**config.mk**
```make
export PLATFORM = sky130hd
export DESIGN_NAME = logic_op_loader
export DESIGN_NICKNAME = d
export VERILOG_FILES = /design/src/rtl/logic_op_pkg.sv /design/src/rtl/logic_op_loader.sv
export SDC_FILE = /design/constraint.sdc
export NUM_CORES = 1
export LEC_CHECK = 0
export ABC_AREA = 1
export CAP_MARGIN = 20
export CORE_MARGIN = 2
export CORE_UTILIZATION = 40
export CTS_CLUSTER_DIAMETER = 80
export DETAILED_ROUTE_END_ITERATION = 12
export DONT_BUFFER_PORTS = 1
export PLACE_DENSITY_LB_ADDON = 0.1
export SKIP_LAST_GASP = 1
export SLEW_MARGIN = 20
export SYNTH_ARGS = -nofsm -noshare
export SYNTH_HDL_FRONTEND = slang
export SYNTH_SLANG_ARGS = --single-unit
```
**constraint.sdc**
```tcl
create_clock -name clk -period 1.5 [get_ports clk]
set_input_delay 0.3 -clock clk [delete_from_list [all_inputs] [get_ports clk]]
set_output_delay 0.3 -clock clk [all_outputs]
set_load 0.02 [all_outputs]
```
**src/rtl/logic_op_pkg.sv**
```systemverilog
// Shared definitions for the byte-serial front end of the AND/OR logic unit.
package logic_op_pkg;

  // Default operand / byte width of the logic unit.
  localparam int LOGIC_W = 8;

  // Bit of the opcode byte that selects the operation (1 = AND, 0 = OR).
  localparam int OP_SEL_BIT = 0;

  // Frame sequencer states: three input bytes, one execute cycle, one output hold.
  typedef enum logic [2:0] {
    S_OP   = 3'd0,
    S_A    = 3'd1,
    S_B    = 3'd2,
    S_EXEC = 3'd3,
    S_OUT  = 3'd4
  } state_t;

endpackage : logic_op_pkg

```
**src/rtl/logic_op_loader.sv**
```systemverilog
// Byte-serial front end for the bitwise AND/OR logic unit.
// Assembles (opcode, A, B) frames from a valid/ready byte stream, holds the
// operands and select bit on the logic-unit drive ports, samples the unit's
// combinational result in a single execute cycle and returns it on a
// registered valid/ready output stream together with an illegal-opcode flag.
module logic_op_loader
  import logic_op_pkg::*;
#(
  parameter int W = LOGIC_W
) (
  input  logic         clk,
  input  logic         rst,
  // Byte input stream
  input  logic         in_valid,
  output logic         in_ready,
  input  logic [W-1:0] in_data,
  // Drive ports of the logic unit and its combinational result
  output logic         op_x,
  output logic [W-1:0] op_a,
  output logic [W-1:0] op_b,
  input  logic [W-1:0] op_result,
  // Result stream
  output logic         out_valid,
  input  logic         out_ready,
  output logic [W-1:0] out_data,
  output logic         out_err,
  output logic [7:0]   frame_cnt
);

  state_t       state_q, state_d;
  logic         op_x_q, op_x_d;
  logic [W-1:0] op_a_q, op_a_d;
  logic [W-1:0] op_b_q, op_b_d;
  logic         err_q, err_d;
  logic [W-1:0] out_data_q, out_data_d;
  logic         out_err_q, out_err_d;
  logic [7:0]   frame_cnt_q, frame_cnt_d;

  logic         in_state;
  logic         accept;
  logic [W-1:0] opcode_extra;

  // Only the select bit may be set in a legal opcode; any other bit marks the frame illegal.
  assign opcode_extra = in_data & ~(W'(1) << OP_SEL_BIT);

  // The block takes bytes only while assembling a frame and never while reset is held.
  assign in_state = (state_q == S_OP) || (state_q == S_A) || (state_q == S_B);
  assign in_ready = in_state && !rst;
  assign accept   = in_valid && in_ready;

  // State register; reset is synchronous so it is sampled like any other input.
  always_ff @(posedge clk) begin
    // NOTE: sequential state uses non-blocking assignments so every register
    // samples the pre-edge values of the others, independent of block order.
    if (rst) begin
      state_q <= S_OP;
    end else begin
      state_q <= state_d;
    end
  end

  // Next-state and register-load decisions for the frame sequencer.
  always_comb begin
    // NOTE: every signal written here gets a default first; a path that left
    // one unassigned would infer a latch instead of combinational logic.
    state_d     = state_q;
    op_x_d      = op_x_q;
    op_a_d      = op_a_q;
    op_b_d      = op_b_q;
    err_d       = err_q;
    out_data_d  = out_data_q;
    out_err_d   = out_err_q;
    frame_cnt_d = frame_cnt_q;

    unique case (state_q)
      S_OP: begin
        if (accept) begin
          op_x_d  = in_data[OP_SEL_BIT];
          err_d   = |opcode_extra;
          state_d = S_A;
        end
      end
      S_A: begin
        if (accept) begin
          op_a_d  = in_data;
          state_d = S_B;
        end
      end
      S_B: begin
        if (accept) begin
          op_b_d  = in_data;
          state_d = S_EXEC;
        end
      end
      S_EXEC: begin
        // Operands have been stable since the B accept, so the unit's result is settled here.
        out_data_d = err_q ? '0 : op_result;
        out_err_d  = err_q;
        state_d    = S_OUT;
      end
      S_OUT: begin
        if (out_ready) begin
          frame_cnt_d = frame_cnt_q + 8'd1;
          state_d     = S_OP;
        end
      end
      default: begin
        state_d = S_OP;
      end
    endcase
  end

  // Operand bank, error flag, result register and frame counter.
  always_ff @(posedge clk) begin
    if (rst) begin
      op_x_q      <= 1'b0;
      op_a_q      <= '0;
      op_b_q      <= '0;
      err_q       <= 1'b0;
      out_data_q  <= '0;
      out_err_q   <= 1'b0;
      frame_cnt_q <= 8'd0;
    end else begin
      op_x_q      <= op_x_d;
      op_a_q      <= op_a_d;
      op_b_q      <= op_b_d;
      err_q       <= err_d;
      out_data_q  <= out_data_d;
      out_err_q   <= out_err_d;
      frame_cnt_q <= frame_cnt_d;
    end
  end

  // Output valid is a decode of the registered state, so it is glitch-free and
  // drops only after a handshake or a reset.
  assign out_valid = (state_q == S_OUT);
  assign out_data  = out_data_q;
  assign out_err   = out_err_q;
  assign frame_cnt = frame_cnt_q;

  assign op_x = op_x_q;
  assign op_a = op_a_q;
  assign op_b = op_b_q;

endmodule : logic_op_loader
```
# After elaboration in Yosys (flattened, before gate mapping)
# Cells that the tools add are included.
# totals
regBits	38
out_inout_bits	36
input_bits	20
elab_cells	35
# op_classes
n_eq_ne	8
addsub	1
reduce_logical	12
mux	6
# ops
cell	count
one-hot mux 3 bit (5 select lines)	1
two-way mux 3 bit	4
adder 8 x 1 -> 8 bit, second input constant	1
two-way mux 8 bit	1
AND reduction 2 bit	4
OR reduction 7 bit	1
equality test 3 x 2 -> 1 bit, second input constant	2
!= test 2 bit, second input constant	3
AND reduction 4 bit	1
equality test 3 x 1 -> 1 bit, second input constant	1
equality test 3 bit, second input constant	1
logical NOT 3 bit	1
logical AND 1 bit	2
logical OR 1 bit	2
!= test 2 x 1 -> 1 bit, second input constant	1
logical NOT 1 bit	1

# Logic depth before layout (Yosys ltp)
# logic_depth
word_depth	7
ltp_mapped	8
mapped_depth_nobuf	7

# Least setup slack after synthesis
# Ideal clock, no wire load.
# synth_timing
path_type	register to register
start	reg frame_cnt_q[0] (netlist: frame_cnt[0])
end	reg frame_cnt_q[6] (netlist: frame_cnt[6])
slack_ns	0.267
path_stages_with_launch	7
synth_period_minus_slack_ns	1.233
arrival_ns	1.120
t_required_ns	1.386
path_cell_list	dfxtp_1 -> ha_1 -> nand4_1 -> nor2_1 -> nand2_1 -> nand2_1 -> nor2_1
# synth_between
elab_chain_len	1
# synth_lines
item	line	source
start: declaration	logic_op_loader.sv:37	logic [7:0] frame_cnt_q, frame_cnt_d;
start signal: assignment	logic_op_loader.sv:130	frame_cnt_q <= frame_cnt_d;
adder 8 x 1 -> 8 bit	logic_op_loader.sv:103	frame_cnt_d = frame_cnt_q + 8'd1;
# Every way passes these cells.
# A chain may end at the register's enable or synchronous reset.

# Final worst setup path
# layout_timing
start	reg state_q[1]
end	out in_ready
# layout_between
elab_chain_len	4
# layout_lines
item	line	source
start: declaration	logic_op_loader.sv:30	state_t state_q, state_d;
start signal: assignment	logic_op_loader.sv:58	state_q <= state_d;
equality test 3 x 1 -> 1 bit / logical NOT 3 bit (equally long branches)	logic_op_loader.sv:47	assign in_state = (state_q == S_OP) || (state_q == S_A) || (state_q == S_B);
logical OR 1 bit	logic_op_loader.sv:47	
logical OR 1 bit (*)	logic_op_loader.sv:47	
logical AND 1 bit (*)	logic_op_loader.sv:48	assign in_ready = in_state && !rst;
end: declaration	logic_op_loader.sv:15	output logic in_ready,
# Mark *: on every way between the ends. The rest lies on a longest branch, timed or not.

==> summary.md <==
| Metric | Value |
|---|---|
| WL/cell | `12.89 um` |
| Layout cell share with drive strength beyond 1 | `0.1154` |
| Status | `complete, no violations` |
| Syn. warnings | `0` |
| Mapped Nets | `between 200 and 250` |
| Total GRT Usage | `0.1732` |
| Die Area | `4609 sq um` |
| Die extent in y | `67.89 um` |
| Post-synth top cells | `nand2_1, dfxtp_1, nor2_1` |
| Layout Nets | `roughly 250` |
| Post-synthesis sequential area ratio | `0.4659` |
| DRC | `0` |
| Final Non-Filler Cells | `between 200 and 300` |
| Synth area leader | `dfxtp_1` |
| RR Endpoint | `err_q` |
| Vias in the first global route | `between 1000 and 1500` |
| Fraction of the mapped netlist area in adder cells | `0.007663` |
| RD Place Congestion | `0.7469` |
| Via Count | `between 1000 and 1500` |
| Post-Place Worst Slack | `between 90 and 100 ps` |
| Total CTS buffers | `5` |
| Register bit total from synthesis | `38` |
| Relative slew margins | `0.7861` |
| Core footprint | `about 4000 sq um` |
| Pins Over Slew Limit | `0` |
| Synth Area in Compound Gates | `0.1310` |
| Final worst-path cycle share | `0.9317` |
| CTS tree | `built` |
| Largest net degree at the start of global routing | `22` |
| Xor and xnor area share after synthesis | `0.01073` |
| Slew @ Worst Pin | `~320 ps` |
| Max cap viols | `0` |
| Final setup fails | `0` |
| Worst Setup EP | `in_ready` |
| Initial antenna violation count | `0` |
| Via/cell ratio | `roughly 5` |
| DP Cell Count | `between 200 and 300` |
| I/O Pins | `56` |
| Antenna viol nets, final | `0` |
| Count leader, synth | `nand2_1` |
| Port bufs | `0` |
| Fmax | `a little over 700 MHz` |
| Max rail drop VDD | `approximately 0.0006 V` |
| GRT Residual Overflow | `0` |
| CP Launch Type | `flop` |
| Synth Cell Area | `approximately 1600 sq um` |
| DPL Wire Length | `roughly 2600 um` |
| Pwr dens | `between 1000 and 1500 nW/um^2` |
| WP data arrival | `1100 ps` |
| Count of final hold-check violations | `0` |
| Synth Instances | `between 200 and 250` |
| R2r setup slk | `about 160 ps` |
| # diodes | `0` |
| Setup TNS | `0 ps` |
| Die X | `67.89 um` |
| CP Launch Point | `state_q[1]` |
| Starting density of the core | `0.4112` |
| Top post-synthesis cells by area | `dfxtp_1, nand2_1, nor2_1` |
| Iteration count of the initial detailed-routing pass | `4` |
| Bufs on Longest Clock Path | `2` |
| Post-synth EDFFs | `0` |
| FF-to-FF path depth | `6` |
| Cell row count | `23` |
| Fin worst setup slack | `102.5 ps` |
| Final hold slack | `roughly 61 ps` |
| Clock Root Buffer | `clkbuf_8` |
| R2r startpoint | `state_q[0]` |
| Mean post-synth cell area | `7.289 sq um` |
| Period minus WS final | `1398 ps` |
| P&R area growth vs syn | `10.88%` |
| 1st-iter DRT viols | `86` |
| Worst hold path type | `primary input to flop` |
| Htree depth | `2` |
| Final cell utilization of the core | `0.4559` |
| Leakage | `between 0.7 and 0.8 nW` |
| Multiplexer share of the synthesized area | `0` |
| Primary FF master, synth | `dfxtp_1` |
| Num Clock Sinks | `38` |
| Post-Synth Simple-Gate Area | `0.2874` |
| Asr flop ratio synth | `0` |
| Clock slew at reported path FFs | `around 80 ps` |
| WS Path Type | `flop to primary output` |
| Req. time, crit path | `~1200 ps` |
| Hold path depth | `1` |
| Post-synth top area share | `0.4659` |
| CP endpoint kind | `primary output` |
| Worst-Skew Late Latency | `290 ps` |
| Total routed wirelength | `about 3700 um` |
| Global-route wire length before repair | `~5800 um` |
| Largest fanout on the critical path | `9` |
| Unique masters post-synth | `25` |
| Largest family of logic cells by synthesized area | `simple AND/OR/NAND/NOR gates` |
| Setup Skew | `roughly 5.4 ps` |
## cell type report
class	instances	area, sq um
fill	405	2161
sequential	38	762.0
multi-input combinational	151	721.9
inverter	28	105.1
clock buffer	7	86.33
timing repair buffer	9	67.56
tap	50	62.56
clock inverter	1	5.005
## cell usage in the layout (no fill, tap or decap), types with 4 or more instances in the layout
master / synthesis / layout
nand2_1: 53 / 53
dfxtp_1: 38 / 37
nor2_1: 36 / 36
inv_1: 27 / 25
a21oi_1: 24 / 24
o21ai_0: 14 / 14
buf_4: 1 / 9
clkbuf_8: 0 / 6
nand3_1: 4 / 4
## cells by family (layout without fill, tap and decap cells)
group                      Yosys count  after routing
and+or+nand+nor                    106            106
xor gates and xnor gates             2              2
DFF                                 38             38
adders and majority gates            1              1
AOI/OAI and AO/OA                   42             42
buffers and inverters               35             45
## how the worst min path moves through the flow
stage,startpoint,endpoint
final,rst,frame_cnt[5]
after global routing,rst,frame_cnt[3]
after CTS,rst,state_q[2]
after detailed placement,rst,frame_cnt[5]
after global placement,rst,frame_cnt[7]
after floorplan,in_data[0],op_x
## metrics by stage
stage / instance area [sq um] / power [mW]
2_1_floorplan: 1633 / 1.143
3_3_place_gp: 1709 / 1.150
3_5_place_dp: 1709 / 1.152
4_1_cts: 1802 / 1.875
5_1_grt: 1810 / 1.948
6_report: 1810 / 1.861
## sequential cells by signal (all words and copies together) (netlist names)
register and cells:
op_x 1, err_q 1, op_a 8, op_b 8
out_err 1, frame_cnt 8, state_q 3, out_data 8
## routing by layer
layer,track usage,wire length [um],vias up
met1,0.2016,1544,620
met5,0,0,-
met4,0.07750,59,0
met3,0.08553,309,6
li1,-,-,719
met2,0.2684,1747,42
## worst max-delay path, cell delays in order (launching register included)
cell	delay, ps
dfxtp_2	390
a21oi_1	200
nand2_1	100
inv_2	120
## what timing repair did
| action | in CTS | in global routing |
|---|---|---|
| buffers inserted | 0 | 0 |
| setup endpoints to repair | 1 | 10 |
| gates resized for setup | 1 | 3 |
| hold buffers | 0 | 0 |
| hold endpoints to repair | 0 | 0 |
## report_power, final
group / internal [mW] / switching, mW
clock: 0.371 / 0.359
combinational: 0.0277 / 0.0508
sequential: 1.02 / 0.0284
Note: power is estimated with default switching activity, not from simulation.
